## src/rtl/busint_apb.sv

```systemverilog
// -----------------------------------------------------------------------------
// busint_apb - parametrised APB3 slave register interface for the USRT.
//
// Decodes a word address into NUM_REGS control registers. It provides the
// PREADY/PSLVERR handshake and one-cycle read/write strobes for the TX, RX
// and baud blocks.
//
// Optional build macro: BUSINT_WAIT_EN
//   defined   : every access inserts WAIT_CYCLES wait states (o_Pready=0)
//               before the ready cycle.
//   undefined : the wait counter is compiled out; o_Pready rises in the first
//               ACCESS cycle and WAIT_CYCLES has no effect.
//
// Ports:
//   i_Pclk      in   APB clock, all state on rising edge
//   i_Preset    in   synchronous active-high reset
//   i_Paddr     in   word address (latched in SETUP)
//   i_Psel      in   slave select
//   i_Penable   in   access phase
//   i_Pwrite    in   1=write / 0=read (latched in SETUP)
//   i_Pwdata    in   write data (latched in SETUP)
//   o_Prdata    out  read data during a ready read cycle, else 0
//   o_Pready    out  transfer complete
//   o_Pslverr   out  address out of range (only together with o_Pready)
//   o_WrStrobe  out  one-hot pulse the cycle after a completed write
//   o_RdStrobe  out  one-hot pulse the cycle after a completed read
//   o_RegFlat   out  register k at bits [k*DATA_W +: DATA_W]
// -----------------------------------------------------------------------------
module busint_apb #(
  parameter int ADDR_W      = 4,
  parameter int DATA_W      = 8,
  parameter int NUM_REGS    = 4,
  parameter int WAIT_CYCLES = 2
) (
  input  logic                       i_Pclk,
  input  logic                       i_Preset,
  input  logic [ADDR_W-1:0]          i_Paddr,
  input  logic                       i_Psel,
  input  logic                       i_Penable,
  input  logic                       i_Pwrite,
  input  logic [DATA_W-1:0]          i_Pwdata,
  output logic [DATA_W-1:0]          o_Prdata,
  output logic                       o_Pready,
  output logic                       o_Pslverr,
  output logic [NUM_REGS-1:0]        o_WrStrobe,
  output logic [NUM_REGS-1:0]        o_RdStrobe,
  output logic [NUM_REGS*DATA_W-1:0] o_RegFlat
);

  // Elaboration-time parameter sanity checks.
  if (NUM_REGS < 1 || NUM_REGS > (1 << ADDR_W)) begin : g_bad_num_regs
    $error("busint_apb: NUM_REGS out of range");
  end
  if (WAIT_CYCLES < 0 || WAIT_CYCLES > 15) begin : g_bad_wait_cycles
    $error("busint_apb: WAIT_CYCLES out of range");
  end

  typedef enum logic {S_IDLE, S_ACCESS} state_t;

  state_t              state_q, state_d;
  logic [ADDR_W-1:0]   addr_q, addr_d;
  logic                write_q, write_d;
  logic [DATA_W-1:0]   wdata_q, wdata_d;
  logic [DATA_W-1:0]   reg_q [NUM_REGS];
  logic [DATA_W-1:0]   reg_d [NUM_REGS];
  logic [NUM_REGS-1:0] wr_strobe_q, wr_strobe_d;
  logic [NUM_REGS-1:0] rd_strobe_q, rd_strobe_d;

  logic [NUM_REGS-1:0] sel_onehot;  // decode of the latched address
  logic                addr_valid;
  logic                cnt_zero;
  logic                pready;
  logic [DATA_W-1:0]   rdata;

`ifdef BUSINT_WAIT_EN
  logic [3:0] cnt_q, cnt_d;
  assign cnt_zero = (cnt_q == 4'd0);
`else
  assign cnt_zero = 1'b1;
`endif

  // Address decode: an out-of-range address leaves sel_onehot all-zero, which
  // automatically suppresses register writes, strobes and read data.
  for (genvar gi = 0; gi < NUM_REGS; gi++) begin : g_decode
    assign sel_onehot[gi] = (addr_q == ADDR_W'(gi));
  end
  assign addr_valid = |sel_onehot;

  assign pready    = (state_q == S_ACCESS) & i_Psel & i_Penable & cnt_zero;
  assign o_Pready  = pready;
  assign o_Pslverr = pready & ~addr_valid;

  always_comb begin
    rdata = '0;
    for (int k = 0; k < NUM_REGS; k++) begin
      if (pready && !write_q && sel_onehot[k]) begin
        rdata = reg_q[k];
      end
    end
  end
  assign o_Prdata = rdata;

  // Next-state / control.
  always_comb begin
    state_d     = state_q;
    addr_d      = addr_q;
    write_d     = write_q;
    wdata_d     = wdata_q;
    wr_strobe_d = '0;
    rd_strobe_d = '0;
`ifdef BUSINT_WAIT_EN
    cnt_d       = cnt_q;
`endif
    case (state_q)
      S_IDLE: begin
        // PSEL with PENABLE while idle is a protocol error and is ignored.
        if (i_Psel && !i_Penable) begin
          addr_d  = i_Paddr;
          write_d = i_Pwrite;
          wdata_d = i_Pwdata;
`ifdef BUSINT_WAIT_EN
          cnt_d   = 4'(WAIT_CYCLES);
`endif
          state_d = S_ACCESS;
        end
      end
      S_ACCESS: begin
        if (!i_Psel) begin
          // Master withdrew before completion: abort silently.
          state_d = S_IDLE;
        end else if (i_Penable) begin
          if (cnt_zero) begin
            state_d = S_IDLE;
            if (write_q) begin
              wr_strobe_d = sel_onehot;
            end else begin
              rd_strobe_d = sel_onehot;
            end
          end else begin
`ifdef BUSINT_WAIT_EN
            cnt_d = cnt_q - 4'd1;
`endif
          end
        end
      end
      default: state_d = S_IDLE;
    endcase
  end

  always_ff @(posedge i_Pclk) begin
    if (i_Preset) begin
      state_q     <= S_IDLE;
      addr_q      <= '0;
      write_q     <= 1'b0;
      wdata_q     <= '0;
      wr_strobe_q <= '0;
      rd_strobe_q <= '0;
`ifdef BUSINT_WAIT_EN
      cnt_q       <= 4'd0;
`endif
    end else begin
      state_q     <= state_d;
      addr_q      <= addr_d;
      write_q     <= write_d;
      wdata_q     <= wdata_d;
      wr_strobe_q <= wr_strobe_d;
      rd_strobe_q <= rd_strobe_d;
`ifdef BUSINT_WAIT_EN
      cnt_q       <= cnt_d;
`endif
    end
  end

  // Register file: each register updates only on a completed, decoded write.
  for (genvar gi = 0; gi < NUM_REGS; gi++) begin : g_regs
    always_comb begin
      reg_d[gi] = reg_q[gi];
      if (pready && write_q && sel_onehot[gi]) begin
        reg_d[gi] = wdata_q;
      end
    end

    always_ff @(posedge i_Pclk) begin
      if (i_Preset) begin
        reg_q[gi] <= '0;
      end else begin
        reg_q[gi] <= reg_d[gi];
      end
    end

    assign o_RegFlat[gi*DATA_W +: DATA_W] = reg_q[gi];
  end

  assign o_WrStrobe = wr_strobe_q;
  assign o_RdStrobe = rd_strobe_q;

endmodule

```

## config.mk

```make
export PLATFORM = sky130hd
export DESIGN_NAME = busint_apb
export DESIGN_NICKNAME = d
export VERILOG_FILES = /design/src/rtl/busint_apb.sv
export SDC_FILE = /design/constraint.sdc
export NUM_CORES = 1
export LEC_CHECK = 0
export ABC_CLOCK_PERIOD_IN_PS = 1950
export CAP_MARGIN = 20
export CORE_MARGIN = 5
export CORE_UTILIZATION = 25
export CTS_CLUSTER_SIZE = 25
export DETAILED_ROUTE_END_ITERATION = 7
export DONT_BUFFER_PORTS = 1
export PLACE_DENSITY = 0.49
export SYNTH_ARGS = -nofsm -noshare
export SYNTH_HDL_FRONTEND = slang
export SYNTH_SLANG_ARGS = --single-unit
```

## constraint.sdc

```tcl
create_clock -name i_Pclk -period 1.95 [get_ports i_Pclk]
set_input_delay 0.2925 -clock i_Pclk [delete_from_list [all_inputs] [get_ports i_Pclk]]
set_output_delay 0.2925 -clock i_Pclk [all_outputs]
set_load 0.02 [all_outputs]
```

==> out/qor.txt <==
status - complete, no violations
drt drc - 0
vias per cell - 4.67
first-pass GRT wire length - 10000 µm
Final WS setup - 0.0363 ns
WP data arrival - 1.62 ns
Placer Congestion - 0.720
required time worst endpoint - 1.66 ns
reg2reg start - addr_q[1]
core box area - 9110 µm²
slack of the worst reg-to-reg path - 0.18 ns
# fillers - 984
initial antenna violation count - 0
post-synth net total - 260
crit end category - primary output
crit path kind - reg -> out
via count - 1699
Clock Latency Late Sink - 0.31 ns
combinational power share - 4.8%
CTS tree - yes
worst setup path start - write_q
total design power - 1.99 mW
share of cells above drive strength 1 - 19.0%
top-count cell post-synth - dfxtp_1
Internal Power - 1.54 mW
Clock Power Share - 38.5%
First-pass DRT Iterations - 6
RSZ-0062 raised after global routing - yes
met3 usage - 4.37%
# diodes - 0
Slew Limit Headroom - 66.9%
Layout Skew - 0.00675 ns
met1 Use GR - 15.0%
final WL - 6510 µm
Synth area leader - dfxtp_1
Max clock buf depth - 2
minimum clock period - 1.91 ns
synthesis-to-layout area growth - 14.7%
final hold vios - 0
antenna-violating nets left - 0
total I/O pin count - 67
Mapped Cells - 243
synth top area cells - dfxtp_1 (47%), mux4_2 (7.8%), mux2i_1 (7.0%)
CP bufs+invs - 1
Die Footprint - 11200 µm²
Post-Syn Area - 2300 µm²
most frequent cells after synthesis - dfxtp_1 (54), nand2_1 (27), nand2b_1 (25)
EDFF count, synth - 0
Max Clk Rate - 523 MHz
final setup violation count - 0
CP delay by family, top - simple AND/OR/NAND/NOR gates
Sink Count - 54
Overflow after GRT - 0
Yosys cell types - 27
Die Y - 106 µm
CP max-delay cell - or4_4
# port buffers - 0
Yosys reg bits - 54
met2 usage - 18.0%
HP Class - in -> reg
synthesized area per cell - 9.48 µm²
CTS buffer count - 5
Sequential Power Share - 56.7%
Switching Share - 22.6%
Site Rows - 35
initial core utilization - 25.3%
period utilization - 98.1%
pwr/cell area - 753 nW/µm²
MaxCap Viol Count - 0
predominant post-synthesis flop cell - dfxtp_1
Max VDD drop - 0.000280 V
post-synthesis sequential area ratio - 46.9%
vias in the first global route - 1651
Pins Over Slew Limit - 0
nets - 269
largest net degree at the start of global routing - 57
Async S/R FF share, synth - 0%
gr busiest metal - met2
CP peak stage delay - 0.64 ns
top cell type's share of synthesized area - 46.9%
Critical Path Start Type - register
hold slack - 0.0336 ns
Yosys Warn Count - 0
Total GRT Usage - 11.6%
chip width - 106 µm
Pleak - 0.977 nW
Core Util, Final - 29.0%
clock-pin slew on the worst setup and hold paths - 0.10 ns
critical path cell sequence - or4_4 > nor2b_1 > buf_4
Worst-Margin Slew - 0.496 ns
Final TNS setup - 0 ns
clk root buf - clkbuf_8
Avg WL per Cell - 17.9 µm
worst slack, placed - 0.0651 ns
Crit Path Max Fanout - 8
Worst Min Path Start - i_Penable
htree depth - 2
hpwl dp - 4660 µm
Initial DRC Count - 36
Sw Pwr - 0.449 mW
[stage by stage]
step,cells,area [µm²]
global route,364,2640
floorplan,243,2300
global placement,354,2490
detailed placement,354,2490
finish,364,2640
CTS,363,2630
[state kept, by name, indices dropped and copies added, names as in the netlist]
name and count:
addr_q 4, o_RdStrobe 4, o_WrStrobe 4, reg_q 32, state_q 1, wdata_q 8, write_q 1
[cell families (layout without fill, tap and decap cells)]
kind of cell,Yosys count,in the layout,share of synthesized area (%)
AND/OR/NAND/NOR,102,102,24.7
flip-flops,54,54,46.9
AO/OA/AOI/OAI,45,45,9.78
multiplexers,24,24,14.8
buffers and inverters,18,28,3.80
[worst register-to-register path, delay by kind of cell, from the launching register on]
kind | cells | cell delay (ns)
AND/OR/NAND/NOR | 2 | 0.89
flip-flops | 1 | 0.41
AO/OA/AOI/OAI | 1 | 0.21
buffers and inverters | 1 | 0.19
[repair_timing]
action / 4_1_cts / 5_1_grt
setup endpoints to repair: 8 / 8
hold buffers: 0 / 0
pin swaps: 1 / 1
resized for setup: 8 / 3
buffers inserted: 1 / 1
[metal layers]
| layer | routed length [µm] | up-vias |
|---|---|---|
| met2 | 2960 | 58 |
| met1 | 2960 | 788 |
| met5 | 0 | - |
| met3 | 508 | 9 |
| li1 | - | 844 |
| met4 | 91 | 0 |
[placed cells by master (no fill, tap or decap)]
cell type	synthesis	final
nand3_1	2	1
clkbuf_1	11	1
nand2_1	27	27
nor2b_1	24	21
clkbuf_8	0	5
or2_0	1	1
dfxtp_2	0	2
bufinv_16	0	1
nor3_1	1	1
or4_1	2	1
nand2b_1	25	25
or4b_4	1	1
mux2i_1	16	16
nor2b_2	0	3
buf_4	0	19
nand4_2	1	1
and4_1	1	1
dfxtp_4	0	2
nand3_2	1	2
or3b_2	1	1
nor3b_1	2	1
o21ai_0	10	10
nor2_1	10	10
mux4_2	8	8
a21oi_1	13	13
clkinvlp_4	0	1
dfxtp_1	54	50
nand4_1	1	1
or3_1	1	1
or4_4	0	1
or2_1	1	1
nor3b_2	0	1
o21ai_1	22	22
inv_1	1	1
[power by group through the flow]
stage          Clock [mW]  Sequential [mW]  Combinational (mW)
2_1_floorplan           0             1.15              0.0805
3_3_place_gp            0             1.16              0.0915
3_5_place_dp            0             1.16              0.0916
4_1_cts             0.788             1.13              0.0940
5_1_grt             0.841             1.13               0.102
6_report            0.766             1.13              0.0950
[cell type report]
class | count | area, µm² | share of cell area [%]
clock buffer | 6 | 72.6 | 2.75
clock inverter | 2 | 37.5 | 1.42
inverter | 1 | 3.75 | 0.142
multi-input combinational | 171 | 1160 | 43.8
sequential | 54 | 1090 | 41.3
tap | 111 | 139 | 5.26
timing repair buffer | 19 | 143 | 5.40
[final timing paths]
| check | cells past startpoint | endpoint |
|---|---|---|
| min reg2reg | 2 | wdata_q[5] |
| min | 1 | state_q |
| max reg2reg | 4 | reg_q[0][10] |
| max | 3 | o_Prdata[0] |
No activity file was read; power rests on OpenSTA's default activity.
